<file path="config.mk">
export PLATFORM = sky130hd
export DESIGN_NAME = matmul_sequencer
export DESIGN_NICKNAME = d
export VERILOG_FILES = /design/src/rtl/matmul_sequencer.sv
export SDC_FILE = /design/constraint.sdc
export NUM_CORES = 1
export LEC_CHECK = 0
export CAP_MARGIN = 20
export CELL_PAD_IN_SITES_DETAIL_PLACEMENT = 0
export CELL_PAD_IN_SITES_GLOBAL_PLACEMENT = 1
export CORE_UTILIZATION = 33
export DETAILED_ROUTE_END_ITERATION = 6
export GPL_TIMING_DRIVEN = 0
export PLACE_DENSITY_LB_ADDON = 0.1
export RECOVER_POWER = 100
export REMOVE_ABC_BUFFERS = 1
export SLEW_MARGIN = 0
export SYNTH_ARGS = -nofsm -noshare
export SYNTH_HDL_FRONTEND = slang
export SYNTH_SLANG_ARGS = --single-unit
</file>
<file path="constraint.sdc">
create_clock -name clk -period 2.05 [get_ports clk]
set_input_delay 0.615 -clock clk [delete_from_list [all_inputs] [get_ports clk]]
set_output_delay 0.615 -clock clk [all_outputs]
set_load 0.1 [all_outputs]
</file>
<file path="src/rtl/matmul_sequencer.sv">
// Round sequencer for the matrix-multiply result path: loads a 2x2 operand set,
// steps the PE-array, 3x3 and 2x2 engines and the display, with a per-phase hang timeout.
module matmul_sequencer #(
  parameter int unsigned TIMEOUT = 64
) (
  input  logic        clk,
  input  logic        reset,
  input  logic        start_i,
  input  logic        din_valid_i,
  input  logic [7:0]  din_i,
  output logic [63:0] operands_o,
  output logic        pe_start_o,
  input  logic        pe_done_i,
  output logic        mm3_start_o,
  input  logic        mm3_done_i,
  output logic        mm2_start_o,
  input  logic        mm2_done_i,
  output logic        run_display_o,
  input  logic [2:0]  display_state_i,
  output logic [2:0]  state_o,
  output logic        busy_o,
  output logic        done_o,
  output logic        error_o
);

  localparam int unsigned CW        = $clog2(TIMEOUT + 1);
  localparam logic [2:0]  DISP_DONE = 3'd4;

  typedef enum logic [2:0] {
    S_IDLE    = 3'd0,
    S_LOAD    = 3'd1,
    S_PE      = 3'd2,
    S_3X3     = 3'd3,
    S_2X2     = 3'd4,
    S_DISPLAY = 3'd5,
    S_DONE    = 3'd6,
    S_ERROR   = 3'd7
  } state_t;

  state_t          r_state;
  state_t          w_next;
  logic [CW-1:0]   r_cnt;
  logic [2:0]      r_bcnt;
  logic [63:0]     r_operands;
  logic            w_first;
  logic            w_timeout;
  logic            w_run;

  // Phase counter is zero only in the first cycle of a state, so it doubles as the start-pulse qualifier.
  assign w_first   = (r_cnt == '0);
  assign w_timeout = (r_cnt == CW'(TIMEOUT - 1));
  assign w_run     = (r_state == S_PE) || (r_state == S_3X3) ||
                     (r_state == S_2X2) || (r_state == S_DISPLAY);

  // Next-state decode; a qualifying done is checked before the timeout so done wins a tie.
  always_comb begin
    w_next = r_state;
    case (r_state)
      S_IDLE, S_DONE: if (start_i) w_next = S_LOAD;
      S_LOAD:         if (din_valid_i && (r_bcnt == 3'd7)) w_next = S_PE;
      S_PE: begin
        if (!w_first && pe_done_i) w_next = S_3X3;
        else if (w_timeout)        w_next = S_ERROR;
      end
      S_3X3: begin
        if (!w_first && mm3_done_i) w_next = S_2X2;
        else if (w_timeout)         w_next = S_ERROR;
      end
      S_2X2: begin
        if (!w_first && mm2_done_i) w_next = S_DISPLAY;
        else if (w_timeout)         w_next = S_ERROR;
      end
      S_DISPLAY: begin
        if (!w_first && (display_state_i == DISP_DONE)) w_next = S_DONE;
        else if (w_timeout)                              w_next = S_ERROR;
      end
      S_ERROR: w_next = S_ERROR;
      default: w_next = S_IDLE;
    endcase
  end

  always_ff @(posedge clk) begin
    if (!reset) begin
      r_state    <= S_IDLE;
      r_cnt      <= '0;
      r_bcnt     <= '0;
      r_operands <= '0;
    end else begin
      r_state <= w_next;
      if (w_next != r_state) r_cnt <= '0;
      else if (w_run)        r_cnt <= r_cnt + CW'(1);
      // Byte index wraps to zero after the eighth capture, ready for the next round.
      if (r_state == S_LOAD) begin
        if (din_valid_i) begin
          r_operands[{r_bcnt, 3'b000} +: 8] <= din_i;
          r_bcnt                            <= r_bcnt + 3'd1;
        end
      end else begin
        r_bcnt <= '0;
      end
    end
  end

  assign operands_o    = r_operands;
  assign state_o       = r_state;
  assign pe_start_o    = (r_state == S_PE)  && w_first;
  assign mm3_start_o   = (r_state == S_3X3) && w_first;
  assign mm2_start_o   = (r_state == S_2X2) && w_first;
  assign run_display_o = (r_state == S_DISPLAY);
  assign busy_o        = w_run || (r_state == S_LOAD);
  assign done_o        = (r_state == S_DONE);
  assign error_o       = (r_state == S_ERROR);

endmodule
</file>
; Word level (Yosys, flattened, before mapping)
; Cells that the tools add are included.
; W data, S select, Z words.
[word_totals]
ff_bits = 77
in_bits = 18
output_inout_bits = 74
wordCells = 49
[op_classes]
n_addsub = 3
n_eq_ne = 11
n_shift = 2
muxes = 9
n_bitwise = 1
reduce_logical = 19
[ops]
columns = cell, count
row1 = $bwmux W64, 1
row2 = $shift A8 B8 Y64 const A, 1
row3 = $shiftx A8 B8 Y64, 1
row4 = $mux W3, 7
row5 = $pmux W3 S7, 1
row6 = $eq A3 B3 Y1 const B, 6
row7 = $logic_and A1 B1 Y1, 8
row8 = $neg A6 Y8, 1
row9 = $add A7 B1 Y7 const B, 1
row10 = $eq A7 B6 Y1 const B, 1
row11 = $logic_not A7 Y1, 1
row12 = $eq A3 B2 Y1 const B, 2
row13 = $logic_or A1 B1 Y1, 4
row14 = $reduce_and A2 Y1, 2
row15 = $reduce_or A2 Y1, 2
row16 = $add A3 B1 Y3 const B, 1
row17 = $eq A3 B1 Y1 const B, 1
row18 = $logic_not A3 Y1, 1
row19 = $ne A3 B3 Y1, 1
row20 = $logic_not A1 Y1, 1
row21 = $not A1 Y1, 1

; Longest topological paths before layout
; Gate-level depths: netlist (run 1).
[logic_depth]
depth_word = 7
mapped_depth = 8
ltp_nobuf = 7

; Worst setup path before layout (run 1)
; OpenSTA, ideal clock, no wires.
[synth_timing]
kind = reg2out
start = reg r_state[1] (netlist: state_o[1])
end = out pe_start_o
arrival_ps = 4294
required_time_ps = 1435
slack_ps = -2859
path_stages_with_launch = 4
cell_sequence = dfxtp_1 -> buf_4 -> inv_1 -> nor4_1
[synth_between]
elab_chain_len = 2
[synth_rtl]
columns = element, line
row1 = start: declaration, 40  ; state_t r_state;
row2 = start signal: assignment, 89  ; r_state <= w_next;
row3 = $eq A3 B2 Y1, 106  ; assign pe_start_o = (r_state == S_PE) && w_first;
row4 = $logic_and A1 B1 Y1, 106
row5 = end: declaration, 12  ; output logic pe_start_o,
; Every way passes these cells.

; Worst setup path after layout (run 1)
[layout_timing]
start = reg r_cnt[4]
end = out pe_start_o
[layout_between]
elab_chain_len = 2
[layout_rtl]
columns = element, line
row1 = start: declaration, 42  ; logic [CW-1:0] r_cnt;
row2 = start signal: assignment, 91  ; else if (w_run) r_cnt <= r_cnt + CW'(1);
row3 = $logic_not A7 Y1, 50  ; assign w_first = (r_cnt == '0);
row4 = $logic_and A1 B1 Y1, 106
; Every way passes these cells.

==> flow_summary.ini, run 1 <==
[placed_design]
routabilityCongestion = 0.799
dp.cells = 614
dpl.hpwl_um = 6830
port_buffers = 91
placed_cell_area_mm2 = 0.00472

[min_path]
hold_path.class = reg -> reg

[clock_network]
clock_path_buffers = 2
clk_latency_ns = 0.35
cts_hold_buf = 0
clk_pin_slew_ns = 0.09
cts_root_buf = clkbuf_8
cts_tree = built
cts_sinks = 77
cts-buffers-inserted = 9
cts-htree-levels = 3

[cells_and_area]
fin_cells = 661
finalInstanceArea_mm2 = 0.00542
multi_input_area_mm2 = 0.00213
nFillCells = 1048
fin_nets = 542
areaGrowthSynthToFinish_pct = 46.2
drive_above_1_share_pct = 31.5
num_antenna_cells = 0
final_common_cell = dfxtp_1
final_cell_mix = dfxtp_1, clkdlybuf4s15_2, nand2_1, nand3_1, mux2i_1
regArea_mm2 = 0.00156

[floorplanning]
ios = 92
dieArea_mm2 = 0.0117
core-area_mm2 = 0.0109
std_cell_rows = 38
start_util_pct = 34.1
fp.dieH_um = 108
die_w_um = 108

[timing]
fmax_mhz = 440
finalCriticalPeriod_ns = 2.27
setup_viol = 21
worst_pin_slew_ns = 0.622
rsz0062_at_grt = yes
slew_viol_final = 0
maxSlewHeadroom_pct = 58.5
min_period_over_period_pct = 111
layout_setup_ws_ns = -0.222
setup_tns_ns = -0.916
finClkSkew_ns = 0.0165
final-hold-violation-count = 0

[critical_path]
critPathArrivalTime_ns = 1.66
critPathCaptureType = output port
cp_data_required_time_ns = 1.43
cp_slowest_cell = nor4_4
path_buf_inv = 1
crit_path_start_kind = register
r2r_slack_ns = -0.04
slowest_delay_ns = 0.38
path_cells = nor4_4 -> nand2_4 -> nor4_2 -> buf_6
path_max_fanout = 4
criticalPathCategory = reg -> out
crit_family = simple AND/OR/NAND/NOR gates

[detailed_routing]
dr.pass1.iters = 5
antenna_left = 0
wl_met2_um = 4890
vias = 3316
met3_wirelength_um = 490
viasPerCell = 5.02
drt-initial-drc-count = 210
topRoutingLayerUsed = met4
wl_met1_um = 4900
route.detailed.drc = 0
finalWirelength_um = 10400
post_drt_wl_per_cell_um = 15.7

[global_routing]
grt_max_degree = 40
antenna_found_initial = 0
overflow = 0
grt_pass1_vias = 3170
gr-usage-all-layers_pct = 18.8
grt_pass1_wl_um = 16800

[job]
max_cap_violations = 0

[outcome]
status = finished, violations left
violations = negative setup slack

[pwr]
peakVddDrop_mv = 0.492
p_leak_uw = 0.00216
power.total_uw = 3130
powerDensity_mw_per_mm2 = 577

[synthesis]
synthFlopType = dfxtp_1
synth_edf_count = 0
ys_async_sr_fraction_pct = 0
yosysUniqueCellTypes = 49
syn-cell-area_mm2 = 0.00371
synth-warning-count = 0
syn_inst = 403
yosysSeqAreaShare_pct = 41.5
avgSynthCellArea_um2 = 9.21
ys_seq_elements = 77
==> repair_timing <==
action	4_1_cts	5_1_grt
gates resized for setup	292	21
pin swaps	4	3
gates cloned	0	0
setup endpoints to repair	140	67
buffers inserted	26	5
==> per-layer routing <==
metal / global-route usage [%] / up-vias
li1: - / 1638
met1: 25.6 / 1576
met2: 30.4 / 93
met3: 3.50 / 9
met4: 5.09 / 0
met5: 0 / -
==> worst paths after layout <==
check | cells past startpoint | startpoint | to
setup reg to reg | 6 | r_bcnt[0]$_SDFFE_PN0P_ | operands_o[6]$_SDFFE_PN0P_
hold reg to reg | 2 | operands_o[15]$_SDFFE_PN0P_ | operands_o[15]$_SDFFE_PN0P_
setup / recovery | 4 | r_cnt[4]$_SDFFE_PP0P_ | pe_start_o
hold / removal | 2 | operands_o[15]$_SDFFE_PN0P_ | operands_o[15]$_SDFFE_PN0P_
==> power by group <==
group / internal [uW] / switching, uW / total, uW / leakage, uW
Clock: 728 / 602 / 1330 / 0.000113
Sequential: 1500 / 7.97 / 1510 / 0.000625
Combinational: 111 / 184 / 295 / 0.00142
Total: 2340 / 793 / 3130 / 0.00216
==> area by class of cell <==
cell class,instances,share of cell area (%)
Clock buffer,10,2.54
Timing Repair Buffer,123,23.6
Clock inverter,6,1.73
Sequential cell,77,28.8
Tap cell,140,3.23
Multi-Input combinational cell,295,39.4
Inverter,10,0.830
==> cells in the mapped netlist (6+ instances only) <==
cell type,count,share of area [%]
ha_1,8,2.7
a21boi_0,17,3.4
dfxtp_1,77,42
mux2i_1,33,8.9
and2_1,11,1.9
nand3_1,35,4.7
clkbuf_1,11,1.1
nand2_2,6,1.0
inv_1,10,1.0
and3_1,9,1.5
nand2_1,43,4.3
a21oi_1,7,0.94
a21boi_1,16,3.2
nor2b_1,33,5.6
nor2_1,19,1.9
==> cell families after synthesis <==
logic type      Yosys count  synth area share, %
compound gates           58                 11.4
xor+xnor                  8                 2.39
fa+ha+maj                 8                 2.70
buf+inv                  31                 3.81
flops                    77                 41.5
mux                      33                 8.90
simple gates            188                 29.2
==> through the flow <==
stage               worst slack, ns  util [%]  hold slack, ns
finish                       -0.222      49.8           0.458
global route                 -0.303      49.8           0.484
CTS                          -0.196      49.1           0.461
detailed placement            -1.21      43.3           0.447
global placement              -1.44      43.1           0.444
floorplan                     -3.14         -           0.528
==> worst min-delay path, stage by stage (launching register included) <==
cell and delay (ns):
dfxtp_1 0.32, nand2_1 0.05, a21boi_1 0.05
==> state kept, by name, indices dropped and copies added (netlist names) <==
name,count
r_bcnt,3
state_o,3
operands_o,64
r_cnt,7
No activity file was read; power rests on OpenSTA's default activity.
==> run 2, diff against run 1 <==
Settings changed: CORE_UTILIZATION 33 to 37.
Clock period 2.05 ns to 2.2 ns, I/O delays scaled along.
==> flow_summary.ini, run 2 (synthesis results as in run 1) <==
[outcome]
status = finished, violations left
violations = negative setup slack

[cells_and_area]
drive_above_1_share_pct = 30.8
regArea_mm2 = 0.00157
largest_reg_flops = 64
areaGrowthSynthToFinish_pct = 38.5
nFillCells = 952
fin_nets = 542
num_antenna_cells = 0
multi_input_area_mm2 = 0.00213
final_cell_mix = dfxtp_1, clkbuf_2, nand2_1, nand3_1, mux2i_1
finalInstanceArea_mm2 = 0.00514
final_common_cell = dfxtp_1

[timing]
finalCriticalPeriod_ns = 2.32
layout_setup_ws_ns = -0.118
rsz0062_at_grt = yes
worst_pin_slew_ns = 0.970
final-hold-violation-count = 0
min_period_over_period_pct = 105
setup_tns_ns = -0.322
slew_viol_final = 0
setup_viol = 3
fmax_mhz = 431
maxSlewHeadroom_pct = 35.6
finClkSkew_ns = 0.0106

[pwr]
p_leak_uw = 0.00219
powerDensity_mw_per_mm2 = 574
peakVddDrop_mv = 0.415

[detailed_routing]
finalWirelength_um = 10300
dr.pass1.iters = 4
antenna_left = 0
viasPerCell = 4.99
route.detailed.drc = 0
vias = 3260
post_drt_wl_per_cell_um = 15.8
drt-initial-drc-count = 144

[floorplanning]
die_w_um = 102
core-area_mm2 = 0.00973
ios = 92
fp.dieH_um = 102
dieArea_mm2 = 0.0104
start_util_pct = 38.1
std_cell_rows = 36

[placed_design]
routabilityCongestion = 0.832
port_buffers = 91
dpl.hpwl_um = 6650
pre_cts_slack_ns = -1.07
placed_cell_area_mm2 = 0.00470

[clock_network]
cts_sinks = 77
cts_tree = built
clk_latency_ns = 0.35
clk_pin_slew_ns = 0.08
cts-buffers-inserted = 9
clock_path_buffers = 2
cts_root_buf = clkbuf_8
cts-htree-levels = 3

[job]
max_cap_violations = 0

[global_routing]
grt_max_degree = 49
antenna_found_initial = 0
gr-usage-all-layers_pct = 19.6
overflow = 0
grt_pass1_wl_um = 15500
grt_use_met3_pct = 4.45
grt_pass1_vias = 3006
use_met2_pct = 31.0
grt-busiest-layer = met2
met1_usage_pct = 26.5

[min_path]
hold_path.class = reg -> reg

[critical_path]
cp_data_required_time_ns = 1.54
path_cells = nor4_4 -> nand2_4 -> nor4_4 -> buf_6
path_max_fanout = 4
cp_slowest_cell = nor4_4
criticalPathCategory = reg -> out
slowest_delay_ns = 0.38
critPathCaptureType = output port
timing.critical_path.mode_cell = nor4_4
critPathArrivalTime_ns = 1.66
crit_path_start_kind = register
run 2: cell count changes in the layout (fill, tap and decap cells not counted), moves of 3 or more:
cell / previous run / this run
clkdlybuf4s15_2: 65 / 18
clkbuf_2: 3 / 44
a21boi_0: 12 / 16
a21boi_1: 21 / 17
clkdlybuf4s15_1: 1 / 4
run 2: through the flow:
stage,hold slack [ns],util [%],total power (uW),cells
after floorplan,0.528,-,1580,382
after global placement,0.443,48.1,1690,606
after detailed placement,0.446,48.3,1690,607
after CTS,0.457,52.8,2970,637
after global routing,0.469,52.8,3050,653
final,0.454,52.8,2950,653
run 2: final cells by class:
cell class / instances / area share, %
Clock buffer: 9 / 2.41
Clock inverter: 6 / 2.19
Inverter: 10 / 0.949
Multi-Input combinational cell: 295 / 41.4
Sequential cell: 77 / 30.4
Tap cell: 133 / 3.24
Timing Repair Buffer: 123 / 19.3
run 2: worst paths after layout:
path                                             startpoint                     endpoint  slack [ns]  cells after the start
worst max-delay path                  r_cnt[6]$_SDFFE_PP0P_                   pe_start_o       -0.12                      4
worst min-delay path            operands_o[15]$_SDFFE_PN0P_  operands_o[15]$_SDFFE_PN0P_        0.45                      2
worst max register to register       r_bcnt[0]$_SDFFE_PN0P_   operands_o[1]$_SDFFE_PN0P_        0.12                      6
worst min register to register  operands_o[15]$_SDFFE_PN0P_  operands_o[15]$_SDFFE_PN0P_        0.45                      2
run 2: where the power goes:
part | internal [uW] | leakage [uW] | switching (uW)
logic | 99.8 | 0.00144 | 172
registers | 1400 | 0.000627 | 6.56
clock network | 749 | 0.000119 | 524
run 2: per-layer routing:
metal	vias up	wire length (um)	part of all wire, %
met2	104	4920	48
met1	1518	4690	46
met4	0	79	0.77
li1	1631	-	-
met5	-	0	0
met3	7	597	5.8
run 2: worst max-delay path: cells and delay by family, from the launching register on:
family        cells  cell delay, ns
simple gates      3            0.70
flops             1            0.36
buf+inv           1            0.26
run 2: timing repair:
| item | 4_1_cts | 5_1_grt |
|---|---|---|
| setup endpoints to repair | 138 | 76 |
| resized for setup | 227 | 69 |
| hold buffers | 0 | 0 |
| setup buffers | 15 | 16 |
| pin swaps | 2 | 2 |
==> run 3, diff against run 2 <==
Settings changed: PLACE_DENSITY from default to 0.84, PLACE_DENSITY_LB_ADDON 0.1 to default, SLEW_MARGIN 0 to default.
==> flow_summary.ini, run 3 (synthesis results as in run 1) <==
[critical_path]
crit_family = simple AND/OR/NAND/NOR gates
slowest_delay_ns = 0.36
path_cells = nor4_4 -> nand2_4 -> nor4_4 -> buf_6
crit_path_start_kind = register
critPathCaptureType = output port
critPathArrivalTime_ns = 1.62
criticalPathCategory = reg -> out
cp_slowest_cell = nor4_4
timing.critical_path.mode_cell = nor4_4
cp_data_required_time_ns = 1.54
path_max_fanout = 4
path_buf_inv = 1

[pwr]
peakVddDrop_mv = 0.353
powerDensity_mw_per_mm2 = 569
p_leak_uw = 0.00212

[floorplanning]
die_w_um = 102
std_cell_rows = 36
fp.dieH_um = 102
core-area_mm2 = 0.00973
dieArea_mm2 = 0.0104
start_util_pct = 38.1
ios = 92

[global_routing]
antenna_found_initial = 0
grt_max_degree = 70
grt_pass1_vias = 2981
grt_pass1_wl_um = 15300
gr-usage-all-layers_pct = 18.9
overflow = 0

[cells_and_area]
final_cell_mix = dfxtp_1, clkbuf_2, nand2_1, nand3_1, mux2i_1
nFillCells = 923
regArea_mm2 = 0.00156
final_common_cell = dfxtp_1
multi_input_area_mm2 = 0.00211
largest_reg_flops = 64
drive_above_1_share_pct = 28.9
areaGrowthSynthToFinish_pct = 35.5
finalInstanceArea_mm2 = 0.00503
fin_nets = 533
num_antenna_cells = 0

[timing]
setup_viol = 4
slew_viol_final = 0
layout_setup_ws_ns = -0.0829
fmax_mhz = 438
worst_pin_slew_ns = 0.970
final-hold-violation-count = 0
rsz0062_at_grt = yes
min_period_over_period_pct = 104
setup_tns_ns = -0.264
finalCriticalPeriod_ns = 2.28
maxSlewHeadroom_pct = 35.6
finClkSkew_ns = 0.00982

[placed_design]
placed_cell_area_mm2 = 0.00470
routabilityCongestion = 0.832
dpl.hpwl_um = 6380
port_buffers = 91

[clock_network]
cts-htree-levels = 3
cts_sinks = 77
cts_hold_buf = 0
clk_pin_slew_ns = 0.07
cts_tree = built
cts_root_buf = clkbuf_8
cts-buffers-inserted = 9
clk_latency_ns = 0.35
clock_path_buffers = 2

[detailed_routing]
dr.pass1.iters = 4
post_drt_wl_per_cell_um = 15.2
viasPerCell = 5.08
vias = 3276
antenna_left = 0
route.detailed.drc = 0
finalWirelength_um = 9830
drt-initial-drc-count = 221

[outcome]
status = finished, violations left
violations = negative setup slack

[job]
max_cap_violations = 0

[min_path]
hold_path.class = reg -> reg
[run 3: cell types whose count changed in the layout (fill, tap and decap cells not counted), sizes merged]
cell	delta
inv	+3
buf	-5
clkinvlp	-1
clkinv	-2
clkbuf	-3
bufinv	-1
clkdlybuf4s15	+2
clkdlybuf4s18	-1
[run 3: metal layers]
metal / track usage, % / routed length (um)
met1: 25.2 / 4360
met2: 30.8 / 4710
met3: 3.90 / 596
met4: 5.60 / 160
met5: 0 / 0
[run 3: stage by stage]
| stage | total power, uW | std cells | utilization, % | hold WS (ns) | worst slack (ns) |
|---|---|---|---|---|---|
| finish | 2860 | 645 | 51.7 | 0.453 | -0.0829 |
| global route | 2970 | 645 | 51.7 | 0.475 | -0.160 |
| detailed placement | 1690 | 607 | 48.3 | 0.444 | -1.09 |
| floorplan | 1580 | 382 | - | 0.528 | -3.03 |
| global placement | 1680 | 606 | 48.1 | 0.442 | -1.12 |
| CTS | 2870 | 637 | 52.8 | 0.452 | -0.102 |
[run 3: layout make-up]
cell class	count	area share, %
clock buffers	11	2.81
clock inverters	5	1.67
inverters	10	0.747
multi-input cells	295	41.9
flip-flops and latches	77	31.1
well taps	133	3.31
repair buffers	114	18.5
[run 3: final timing paths]
check                                     end  depth (start not counted)                  startpoint  slack [ns]
hold reg to reg    operands_o[8]$_SDFFE_PN0P_                          2  operands_o[8]$_SDFFE_PN0P_        0.45
hold / removal     operands_o[8]$_SDFFE_PN0P_                          2  operands_o[8]$_SDFFE_PN0P_        0.45
setup / recovery                  mm2_start_o                          4       r_cnt[6]$_SDFFE_PP0P_       -0.08
setup reg to reg  operands_o[50]$_SDFFE_PN0P_                          7      r_bcnt[0]$_SDFFE_PN0P_        0.12
[run 3: worst min-delay path, cell delays in order (launching register included)]
cell and delay [ns]:
dfxtp_1 0.31, nand2_1 0.05, a21boi_1 0.05
[run 3: power by group]
part           internal (uW)  total, uW  switching, uW
logic                   96.1        260            164
registers               1400       1410           9.74
clock network            672       1190            521
[run 3: timing repair]
item | CTS | global route
setup endpoints to repair | 138 | 114
cloned | 0 | 1
resized for setup | 224 | 63
pin swaps | 3 | 0
setup buffers | 14 | 7
